**src/rtl/mem_port_arbiter_pkg.sv**
```systemverilog
// Shared types and constants for the instruction/data memory port arbiter.
package mem_port_arbiter_pkg;

    localparam int unsigned REQ_ADDR_W = 64;
    localparam int unsigned DATA_W     = 64;
    localparam int unsigned STRB_W     = 8;
    localparam int unsigned SIZE_W     = 3;

    typedef enum logic [1:0] {
        IDLE,
        ISSUE,
        WAIT
    } arb_state_t;

    typedef enum logic {
        OWN_INST,
        OWN_DATA
    } arb_owner_t;

    // Instruction fetches are always a single 32-bit word.
    localparam logic [SIZE_W-1:0] MSIZE_W4 = 3'd2;

    typedef struct packed {
        logic [REQ_ADDR_W-1:0] addr;
        logic [SIZE_W-1:0]     size;
        logic [STRB_W-1:0]     strobe;
        logic [DATA_W-1:0]     wdata;
    } mem_req_t;

endpackage

```
**src/rtl/arb_select.sv**
```systemverilog
// Combinational tie-break between the fetch and data requesters.
module arb_select
    import mem_port_arbiter_pkg::*;
#(
    parameter int unsigned RR_MODE = 0
) (
    input  logic       inst_valid_i,
    input  logic       data_valid_i,
    input  arb_owner_t last_owner_i,
    output logic       gnt_valid_o,
    output arb_owner_t gnt_owner_o
);

    // A lone requester always wins; on a tie, data wins unless round-robin
    // hands the port to whoever did not own it last.
    always_comb begin
        gnt_valid_o = inst_valid_i | data_valid_i;
        gnt_owner_o = OWN_INST;
        if (inst_valid_i && data_valid_i) begin
            if ((RR_MODE == 0) || (last_owner_i == OWN_INST)) begin
                gnt_owner_o = OWN_DATA;
            end
        end else if (data_valid_i) begin
            gnt_owner_o = OWN_DATA;
        end
    end

endmodule

```
**src/rtl/mem_port_arbiter.sv**
```systemverilog
// Shares one downstream memory port between fetch and data requesters,
// one outstanding transaction at a time.
module mem_port_arbiter
    import mem_port_arbiter_pkg::*;
#(
    parameter int unsigned RR_MODE = 0,
    parameter int unsigned ADDR_W  = 64
) (
    input  logic              clk,
    input  logic              reset,
    input  logic              i_valid,
    input  logic [ADDR_W-1:0] i_addr,
    output logic              i_ready,
    output logic              i_rvalid,
    output logic [31:0]       i_rdata,
    input  logic              d_valid,
    input  logic [ADDR_W-1:0] d_addr,
    input  logic [2:0]        d_size,
    input  logic [7:0]        d_strobe,
    input  logic [63:0]       d_wdata,
    output logic              d_ready,
    output logic              d_rvalid,
    output logic [63:0]       d_rdata,
    output logic              m_valid,
    output logic [ADDR_W-1:0] m_addr,
    output logic [2:0]        m_size,
    output logic [7:0]        m_strobe,
    output logic [63:0]       m_wdata,
    input  logic              m_ready,
    input  logic              m_rvalid,
    input  logic [63:0]       m_rdata
);

    arb_state_t state_q, state_d;
    arb_owner_t owner_q, owner_d;
    arb_owner_t last_owner_q, last_owner_d;
    mem_req_t   req_q, req_d;
    logic       sel_hi_q, sel_hi_d;
    logic       gnt_valid;
    arb_owner_t gnt_owner;
    logic       rsp_fire;

    arb_select #(
        .RR_MODE(RR_MODE)
    ) u_arb_select (
        .inst_valid_i(i_valid),
        .data_valid_i(d_valid),
        .last_owner_i(last_owner_q),
        .gnt_valid_o (gnt_valid),
        .gnt_owner_o (gnt_owner)
    );

    // State, ownership and request register.
    always_ff @(posedge clk) begin
        if (reset) begin
            state_q      <= IDLE;
            owner_q      <= OWN_INST;
            last_owner_q <= OWN_INST;
            req_q        <= '0;
            sel_hi_q     <= 1'b0;
        end else begin
            state_q      <= state_d;
            owner_q      <= owner_d;
            last_owner_q <= last_owner_d;
            req_q        <= req_d;
            sel_hi_q     <= sel_hi_d;
        end
    end

    // Grant in IDLE, hold the request until accepted, then wait for the response.
    always_comb begin
        state_d      = state_q;
        owner_d      = owner_q;
        last_owner_d = last_owner_q;
        req_d        = req_q;
        sel_hi_d     = sel_hi_q;
        i_ready      = 1'b0;
        d_ready      = 1'b0;
        rsp_fire     = 1'b0;

        case (state_q)
            IDLE: begin
                if (gnt_valid) begin
                    state_d      = ISSUE;
                    owner_d      = gnt_owner;
                    last_owner_d = gnt_owner;
                    if (gnt_owner == OWN_INST) begin
                        i_ready      = 1'b1;
                        req_d.addr   = REQ_ADDR_W'(i_addr);
                        req_d.size   = MSIZE_W4;
                        req_d.strobe = '0;
                        req_d.wdata  = '0;
                        sel_hi_d     = i_addr[2];
                    end else begin
                        d_ready      = 1'b1;
                        req_d.addr   = REQ_ADDR_W'(d_addr);
                        req_d.size   = d_size;
                        req_d.strobe = d_strobe;
                        req_d.wdata  = d_wdata;
                    end
                end
            end
            ISSUE: begin
                if (m_ready) begin
                    if (m_rvalid) begin
                        rsp_fire = 1'b1;
                        state_d  = IDLE;
                    end else begin
                        state_d  = WAIT;
                    end
                end
            end
            WAIT: begin
                if (m_rvalid) begin
                    rsp_fire = 1'b1;
                    state_d  = IDLE;
                end
            end
            default: begin
                state_d = IDLE;
            end
        endcase

        // Nothing is granted or delivered while reset is asserted.
        if (reset) begin
            i_ready  = 1'b0;
            d_ready  = 1'b0;
            rsp_fire = 1'b0;
        end
    end

    // Downstream request driven straight from the registered payload.
    assign m_valid  = (state_q == ISSUE);
    assign m_addr   = req_q.addr[ADDR_W-1:0];
    assign m_size   = req_q.size;
    assign m_strobe = req_q.strobe;
    assign m_wdata  = req_q.wdata;

    // Response routed to the owner; fetches pick the word selected by addr[2].
    assign i_rvalid = rsp_fire && (owner_q == OWN_INST);
    assign d_rvalid = rsp_fire && (owner_q == OWN_DATA);
    assign i_rdata  = sel_hi_q ? m_rdata[63:32] : m_rdata[31:0];
    assign d_rdata  = m_rdata;

endmodule
```
**config.mk**
```make
export PLATFORM = sky130hd
export DESIGN_NAME = mem_port_arbiter
export DESIGN_NICKNAME = d
export VERILOG_FILES = /design/src/rtl/mem_port_arbiter_pkg.sv /design/src/rtl/arb_select.sv /design/src/rtl/mem_port_arbiter.sv
export SDC_FILE = /design/constraint.sdc
export NUM_CORES = 1
export LEC_CHECK = 0
export CORE_AREA = 2 2 202 204
export CTS_CLUSTER_SIZE = 8
export DETAILED_ROUTE_END_ITERATION = 8
export DIE_AREA = 0 0 204 206
export REMOVE_ABC_BUFFERS = 1
export SLEW_MARGIN = 20
export SYNTH_ARGS = -nofsm -noshare
export SYNTH_HDL_FRONTEND = slang
export SYNTH_SLANG_ARGS = --single-unit
```
**constraint.sdc**
```tcl
create_clock -name clk -period 2.8 [get_ports clk]
set_input_delay 0.42 -clock clk [delete_from_list [all_inputs] [get_ports clk]]
set_output_delay 0.42 -clock clk [all_outputs]
set_load 0.01 [all_outputs]
```
==> results of run 1 <==
[flip-flops by register name, indices dropped and copies added (netlist names)]
name and count:
m_size 3, m_wdata 64, sel_hi_q 1, m_strobe 8
m_addr 64, state_q 2, owner_q 1
[layer usage]
metal / wire, um / up-vias
met4: 215 / 0
met3: 2400 / 10
li1: - / 3013
met5: 0 / -
met1: 11500 / 2860
met2: 11300 / 281
[through the flow]
step	cell area (um^2)	hold WS [ns]
2_1_floorplan	5770	0.465
3_3_place_gp	11700	0.455
3_5_place_dp	11700	0.456
4_1_cts	12300	0.404
5_1_grt	12300	0.444
6_report	12300	0.420
[cell type report]
class | count | area [um^2]
timing repair buffer | 530 | 5310
tap | 532 | 666
sequential | 143 | 2860
fill | 4156 | 27800
clock inverter | 14 | 156
inverter | 2 | 7.51
clock buffer | 18 | 439
multi-input combinational | 351 | 2910
[logic make-up (layout without fill, tap and decap cells)]
logic type	count (synthesis)	in the layout	share of synthesized area [%]
compound gates	143	143	21.2
flops	143	143	43.6
buf+inv	117	564	12.2
simple gates	107	107	6.83
mux	98	98	15.6
fa+ha+maj	3	3	0.572
[layout by cell type, fill, tap and decap left out, types with 2 or more instances in the layout]
master and instances:
a211oi_1 14, a211oi_2 50, a21oi_1 2, a22o_1 53, a22oi_1 21, buf_12 4
buf_4 16, bufinv_16 2, clkbuf_16 17, clkdlybuf4s50_1 510, clkinv_4 3, clkinvlp_4 4
dfxtp_1 143, ha_1 3, inv_1 2, inv_6 4, mux2_2 32, mux2i_1 66
nand2_1 3, nor2_1 90, nor2_4 2, nor2b_1 2, nor3_1 2
[worst paths after layout]
kind / start / to / slack (ns) / depth (start not counted)
setup / recovery: state_q[0] / d_ready / 0.18 / 5
hold / removal: reset / state_q[1] / 0.42 / 3
setup reg to reg: state_q[0] / m_wdata[57] / 0.76 / 6
hold reg to reg: m_wdata[4] / m_wdata[4] / 0.47 / 1
[critical path, stage by stage, from the launching register on]
cell and delay [ns]:
dfxtp_1 0.32, inv_1 0.10, ha_1 0.44, nand2_1 0.18, nor2_4 0.16, clkdlybuf4s50_1 0.57
[report_power, final]
| part | internal, mW | total [mW] | switching, mW | leakage, nW |
|---|---|---|---|---|
| sequential | 2.28 | 2.42 | 0.133 | 1.18 |
| combinational | 1.25 | 2.17 | 0.929 | 3.16 |
| clock | 1.35 | 2.33 | 0.985 | 0.280 |
| total | 4.88 | 6.92 | 2.05 | 4.62 |
==> flow_summary.yaml, run 1 <==
run_status:
  status: "finished clean"
grt:
  grt_max_degree: 63
  grt_pass1_wl_um: 36000
  gr-total-overflow: 0
  grt_use_total_pct: 11.3
  grt_pass1_vias: 6078
  gr-usage-met3_pct: 4.43
  grt_util_met2_pct: 17.0
  antenna_found_initial: 0
  top_usage_layer: "met2"
  gr-usage-met1_pct: 14.9
final_layout:
  fin_cells: 1590
  layout-drive-gt1-share_pct: 13.1
  final_core_util_pct: 30.7
  antenna_cells: 0
  area_growth_pct: 88.1
  fin_nets: 1321
synth:
  ys.warnings.count: 0
  ys_top_cells_by_count: "dfxtp_1, nor2_1, buf_4"
  yosysSeqAreaShare_pct: 43.6
  synth-edff-count: 0
  post-synth-top-count-cell: "dfxtp_1"
  synthTopCellsByArea: "dfxtp_1, mux2i_1, a211oi_2"
  yosys.area.top_type: "dfxtp_1"
  ys_ff_latch: 143
  postSynthCellCount: 611
  synth_cell_type_count: 32
  synth_flop_cell: "dfxtp_1"
  async_flop_share_pct: 0
  synth_top_area_share_pct: 43.6
  avgSynthCellArea_um2: 10.7
  syn-cell-area_mm2: 0.00656
clock_network:
  path_clk_slew_ns: 0.07
  cts.sinks: 143
  post_cts_buffers: 0
  htree_num_levels: 4
  cts_tree: "yes"
  cts_buffers: 17
  clockBufferDepth: 2
  cts_resized: 0
  ctsHoldBuffers: 0
  insertion_delay_ns: 0.43
  root_buffer: "clkbuf_16"
sta:
  fmax_ghz: 0.382
  finalCriticalPeriod_ns: 2.62
  relSlewSlack_pct: 52.2
  hold_viol: 0
  finalCritPeriodShare_pct: 93.5
  timing.final.ws_setup_ns: 0.183
  finalSetupTns_ns: 0
  clock_skew_ns: 0.00718
  rsz0062_at_grt: "no"
  tightest_slew_ns: 0.717
  maxSlewViolCount: 0
  setup_viol: 0
worst_setup_path:
  criticalPathCategory: "register to output pin"
  arrival_ns: 2.20
  worst-path-max-fanout: 7
  required_ns: 2.38
  end_kind: "output pin"
  startpoint_type: "register"
placed_design:
  post-place-ws_ns: 0.404
  gp_congestion: 0.760
  place_inst: 1558
  dp.final_hpwl_um: 19800
  port_buffers: 512
route:
  drtIter0Drc: 230
  drt_pass1_iterations: 4
  vias: 6164
  drc: 0
  detail_route.wirelength_um: 25500
  drtAntennaViolNets: 0
  wire_per_inst_um: 16.0
  avgViaCountPerCell: 3.88
die:
  num_rows: 74
  design.core.area_mm2: 0.0402
  dieArea_mm2: 0.0420
  num_io_pins: 513
  die_w_um: 204
  die_y_um: 206
  start_util_pct: 16.3
min_path:
  hp-class: "primary input to register"
power_and_ir_drop:
  ir_worst_vdd_v: 0.000403
  power_density_mw_per_mm2: 561
  power_mw: 6.92
  leakagePower_nw: 4.62
job:
  cap_violations: 0
(Power assumes the default switching activity.)
==> run 2, diff against run 1 <==
--- a/config.mk
+++ b/config.mk
@@ -14,3 +14,4 @@
 export SYNTH_ARGS = -nofsm -noshare
 export SYNTH_HDL_FRONTEND = slang
 export SYNTH_SLANG_ARGS = --single-unit
+export TNS_END_PERCENT = 5
==> results of run 2 <==
No change in the layout: final DEF, timing and power equal those of run 1.
==> run 3, diff against run 2 <==
--- a/config.mk
+++ b/config.mk
@@ -5,13 +5,14 @@
 export SDC_FILE = /design/constraint.sdc
 export NUM_CORES = 1
 export LEC_CHECK = 0
-export CORE_AREA = 2 2 202 204
+export CORE_AREA = 2 2 200 202
 export CTS_CLUSTER_SIZE = 8
 export DETAILED_ROUTE_END_ITERATION = 8
-export DIE_AREA = 0 0 204 206
+export DIE_AREA = 0 0 202 204
 export REMOVE_ABC_BUFFERS = 1
 export SLEW_MARGIN = 20
 export SYNTH_ARGS = -nofsm -noshare
 export SYNTH_HDL_FRONTEND = slang
+export SYNTH_HIERARCHICAL = 1
 export SYNTH_SLANG_ARGS = --single-unit
 export TNS_END_PERCENT = 5
==> flow_summary.yaml, run 3 <==
grt:
  antenna_found_initial: 2
  gr-total-overflow: 0
  grt_pass1_wl_um: 36500
  grt_pass1_vias: 5883
  grt_max_degree: 83
  grt_use_total_pct: 11.9
worst_setup_path:
  required_ns: 2.38
  end_kind: "output pin"
  arrival_ns: 2.18
  rr_startpoint: "state_q[1]"
  r2r-end: "m_wdata[3]"
  path_cells: "inv_1 > ha_1 > a21oi_1 > nor4b_1 > clkdlybuf4s50_1"
  criticalPathCategory: "register to output pin"
  startpoint_type: "register"
  slowest_stage: "clkdlybuf4s50_1"
  critical-path-max-stage-delay_ns: 0.61
  r2r_cells: 7
  r2r_setup_slack_ns: 1.00
  worst-path-max-fanout: 4
sta:
  timing.final.ws_setup_ns: 0.195
  setup_viol: 0
  finalCritPeriodShare_pct: 93.0
  hold_viol: 0
  finalCriticalPeriod_ns: 2.60
  relSlewSlack_pct: 37.0
  rsz0062_at_grt: "no"
  fmax_ghz: 0.384
  tightest_slew_ns: 0.945
  whs_ns: 0.473
  clock_skew_ns: 0.0191
  maxSlewViolCount: 0
clock_network:
  root_buffer: "clkbuf_16"
  path_clk_slew_ns: 0.06
  cts_buffers: 17
  ctsHoldBuffers: 0
  cts.sinks: 143
  cts_tree: "yes"
  insertion_delay_ns: 0.44
  cts_resized: 0
  htree_num_levels: 4
  post_cts_buffers: 0
  clockBufferDepth: 2
die:
  start_util_pct: 16.0
  num_io_pins: 513
  num_rows: 73
  die_w_um: 202
  design.core.area_mm2: 0.0392
  dieArea_mm2: 0.0412
  die_y_um: 204
placed_design:
  dp.final_hpwl_um: 20100
  port_buffers: 512
  post-place-ws_ns: 0.187
  gp_congestion: 0.874
  place_inst: 1525
power_and_ir_drop:
  ir_worst_vdd_v: 0.000351
  leakagePower_nw: 4.53
  power.internal_mw: 5.09
  p_switching_mw: 2.20
  pwr-share-clk_pct: 30.6
  p_sw_share_pct: 30.2
  pwr-share-comb_pct: 34.4
  power_density_mw_per_mm2: 610
  power_frac_seq_pct: 34.9
final_layout:
  multi_input_area_mm2: 0.00260
  area_growth_pct: 91.1
  layout_common_cells: "clkdlybuf4s50_1, dfxtp_1, a22o_1"
  fin_nets: 1296
  area.sequential_mm2: 0.00286
  layout-drive-gt1-share_pct: 7.76
  antenna_cells: 0
  fillers: 4021
  final_common_cell: "clkdlybuf4s50_1"
  fin_cells: 1556
route:
  drtIter0Drc: 216
  wl_met3_um: 2420
  wl_met1_um: 10800
  drc: 0
  detail_route.wirelength_um: 25300
  vias: 5963
  avgViaCountPerCell: 3.83
  wl_met2_um: 11500
  wire_per_inst_um: 16.3
  drtAntennaViolNets: 0
  drt_pass1_iterations: 5
  maxUsedRoutingLayer: "met5"
run_status:
  status: "finished clean"
synth:
  synth_top_area_share_pct: 45.8
  avgSynthCellArea_um2: 10.6
  postSynthCellCount: 592
  ys_top_cells_by_count: "dfxtp_1, buf_4, a22o_1"
  yosysSeqAreaShare_pct: 45.8
  async_flop_share_pct: 0
  synth-edff-count: 0
  synth_cell_type_count: 25
  ys.warnings.count: 6
  syn-cell-area_mm2: 0.00625
  yosys.area.top_type: "dfxtp_1"
  ys_ff_latch: 143
  post-synth-top-count-cell: "dfxtp_1"
  synthTopCellsByArea: "dfxtp_1, mux2i_1, a22o_1"
  synth_flop_cell: "dfxtp_1"
min_path:
  hp-class: "register to register"
  hp-start: "m_wdata[13]"
  hold_end: "m_wdata[13]"
  min_delay_path_depth: 1
job:
  cap_violations: 0
## run 3: changes by cell type after synthesis, sizes merged, moves of 2 or more
cell,change
nand2b,+2
a22oi,-21
nor2b,-2
nor2,-26
buf,-5
clkbuf,+6
inv,+3
a22o,+21
## run 3: worst max path at each step
| stage | from | cells past startpoint | slack [ns] | endpoint |
|---|---|---|---|---|
| floorplan | state_q[0] | 5 | -2.73 | m_size[0] |
| global placement | i_valid | 6 | 0.19 | d_ready |
| detailed placement | i_valid | 6 | 0.19 | d_ready |
| CTS | state_q[1] | 6 | 0.08 | d_ready |
| global route | state_q[0] | 6 | 0.06 | d_ready |
| finish | state_q[1] | 5 | 0.20 | d_rvalid |
## run 3: layer usage
metal	track usage, %	vias up
met2	18.8	321
li1	-	2952
met5	0	-
met1	13.9	2656
met3	5.39	30
met4	4.96	4
## run 3: cell families (layout without fill, tap and decap cells)
family                     after synthesis  after routing  share of synthesized area [%]
and+or+nand+nor                         83             83                           5.66
AOI/OAI and AO/OA                      143            143                           18.5
muxes                                   98             98                           16.3
DFF                                    143            143                           45.8
buffers and inverters                  121            560                           12.9
adders and majority gates                4              4                          0.800
## run 3: critical path: cells and delay by family (launching register included)
family                   cells  cell delay (ns)
buffers and inverters        2             0.72
AND/OR/NAND/NOR              1             0.34
AO/OA/AOI/OAI                1             0.12
adder cells (fa/ha/maj)      1             0.24
flip-flops                   1             0.32
## run 3: layout make-up
class	instances	share of cell area [%]
multi-input cells	328	21.8
clock inverters	13	1.17
flip-flops and latches	143	23.9
clock buffers	18	3.59
well taps	525	5.49
repair buffers	524	43.9
inverters	5	0.157
## run 3: power groups by stage
stage               registers, mW  clock network (mW)  logic, mW
finish                       2.55                2.23       2.51
global route                 2.59                2.43       2.71
CTS                          2.55                2.35       2.55
detailed placement           2.59                   0       2.54
global placement             2.58                   0       2.54
floorplan                    2.73                   0      0.787
## run 3: through the flow
stage	TNS, ns	power [mW]	utilization [%]	cell area (um^2)
after floorplan	-232.43	3.52	-	5470
after global placement	0	5.11	29.1	11400
after detailed placement	0	5.13	29.1	11400
after CTS	0	7.45	30.5	12000
after global routing	0	7.73	30.5	12000
final	0	7.29	30.5	12000
==> RTL edit (config.mk and constraints of run 1) <==
`ADDR_W`: 64 -> 32.
--- a/src/rtl/mem_port_arbiter.sv
+++ b/src/rtl/mem_port_arbiter.sv
@@ -6,3 +6,3 @@
     parameter int unsigned RR_MODE = 0,
-    parameter int unsigned ADDR_W  = 64
+    parameter int unsigned ADDR_W  = 32
 ) (
Ports: changed (resized d_addr, i_addr and m_addr); port bits go from 513 to 417. No check against the original RTL was run, so the function may have changed too.
==> RTL edit against run 1 <==
  * Setup slack better by 100 ps
  * Largest cell class unchanged
  * Area after synthesis down 26%
  * Critical path depth fell by 2
  * First-iteration DRC count shrank 24%
  * Synthesized cell count shrank 23%
  * Total power down 30%
  * Sequential share of layout area grew 0.38 points
  * Sequential cell count is 32 lower
  * Wire length decreased by 23%
  * Design area down 24%
==> RTL edit: results (changes against run 1) <==
GRT
The total track usage was 8.69% (-2.6 points). The initial antenna violation count came to 1 (+1). The number of global-route vias before repair is 4467 (-27%). The maximum number of pins on one net before global-route repair was 65 (+3.2%). The global-route wire length before repair was 27000 µm (-25%).

Routing
The total via count after detailed routing is 4665 (-24%). The initial DRC count was 174 (-24%). The met2 wire length is 9230 µm (-19%). The detailed-router iteration count before antenna repair was 6 (+2).

The routed length on met1 is 8120 µm (-30%). The detailed-route wire length per cell is 14.7 µm (-8.2%). The wire length on met3 was 2050 µm (-15%).

After detailed routing, no signal wire sits above met5.

Placed design
The routability congestion estimate is 0.732 (-3.6%). The placed wire-length estimate after detailed placement is 15500 µm (-22%). The port buffer count is 416 (-19%).

Synthesis
By area the synthesized netlist is led by sky130_fd_sc_hd__dfxtp_1, sky130_fd_sc_hd__buf_4, sky130_fd_sc_hd__a22o_1. The share of the yosys chip area belonging to registers is 45.7% (+2.1 points). Sorting the synthesized cells by how often they occur yields sky130_fd_sc_hd__dfxtp_1, sky130_fd_sc_hd__buf_4, sky130_fd_sc_hd__nor2_1. The count of distinct cell types in the synthesized netlist is 31 (-3.1%).

Cells and area
The filler cell count in the final layout is 4342 (+4.5%). The number of nets in the final layout is 1016 (-23%). The share of post-route cells with drive strength above 1 is 7.79% (-5.4 points).

Clocking
The clock insertion delay at the later pin of the skew report is 370 ps (-60 ps). The number of buffers created by CTS is 9 (-8). The number of levels the H-tree was split into came to 3 (-1).

Power
The leakage power summed over all cells came to 3.46 nW (-25%). The worst IR drop on VDD is 217 µV (-46%).

STA
The actual slew at the worst max-slew pin is 598 ps (-119 ps). The worst setup skew after layout is 7.85 ps (+0.661 ps).

Critical path
The critical path arrival is 2090 ps (-110 ps). The largest fanout on the critical path is 32 (+25). The delay of the slowest cell on the worst path is 540 ps (-30 ps).

Run status
The flow ran to the end, and the final reports show no timing, DRC or antenna violations.
==> RTL edit: cell types whose count changed in the layout (fill, tap and decap cells not counted), sizes merged <==
cell                  run 1  this run
a211oi                   64        32
buf                      20        11
clkbuf                   18        10
clkdlybuf4s50           510       414
clkinv                    4         0
clkinvlp                  4         0
dfxtp                   143       111
mux2i                    66        34
nor2                     92        60
==> RTL edit: layout make-up <==
type / count / share of cell area (%)
well taps: 532 / 7.06
flip-flops and latches: 111 / 23.6
repair buffers: 425 / 44.9
inverters: 2 / 0.0797
multi-input cells: 255 / 20.9
clock inverters: 6 / 1.04
clock buffers: 10 / 2.43
==> RTL edit: kinds of logic (layout without fill, tap and decap cells) <==
family	count (synthesis)	in the layout	share of synthesized area (%)
adder cells (fa/ha/maj)	3	3	0.772
buffers and inverters	102	443	14.0
multiplexers	66	66	14.4
AND/OR/NAND/NOR	75	75	6.74
flip-flops	111	111	45.7
AO/OA/AOI/OAI	111	111	18.3
==> RTL edit: power by group <==
group,switching [W],internal (W)
clock network,0.000647,0.000802
registers,0.0000905,0.00175
logic,0.000638,0.000894
total,0.00138,0.00345
==> RTL edit: per-stage QoR <==
| stage | setup slack, ps | cell area, µm² | std cells |
|---|---|---|---|
| global placement | 483 | 9100 | 1325 |
| CTS | 218 | 9420 | 1341 |
| detailed placement | 443 | 9100 | 1325 |
| floorplan | -67.6 | 4190 | 368 |
| finish | 288 | 9420 | 1341 |
| global route | 179 | 9420 | 1341 |
==> RTL edit: metal layers <==
layer | vias to the layer above | GRT usage (%)
li1 | 2297 | -
met1 | 2116 | 10.1
met4 | 2 | 3.47
met3 | 18 | 3.93
met5 | - | 0
met2 | 232 | 13.8
==> RTL edit: worst paths after layout <==
check | from | end | slack [ps] | depth (start not counted)
setup / recovery | sel_hi_q | i_rdata[5] | 290 | 3
hold / removal | reset | owner_q | 420 | 2
setup reg to reg | state_q[0] | m_wdata[41] | 930 | 6
hold reg to reg | m_wdata[25] | m_wdata[25] | 480 | 1
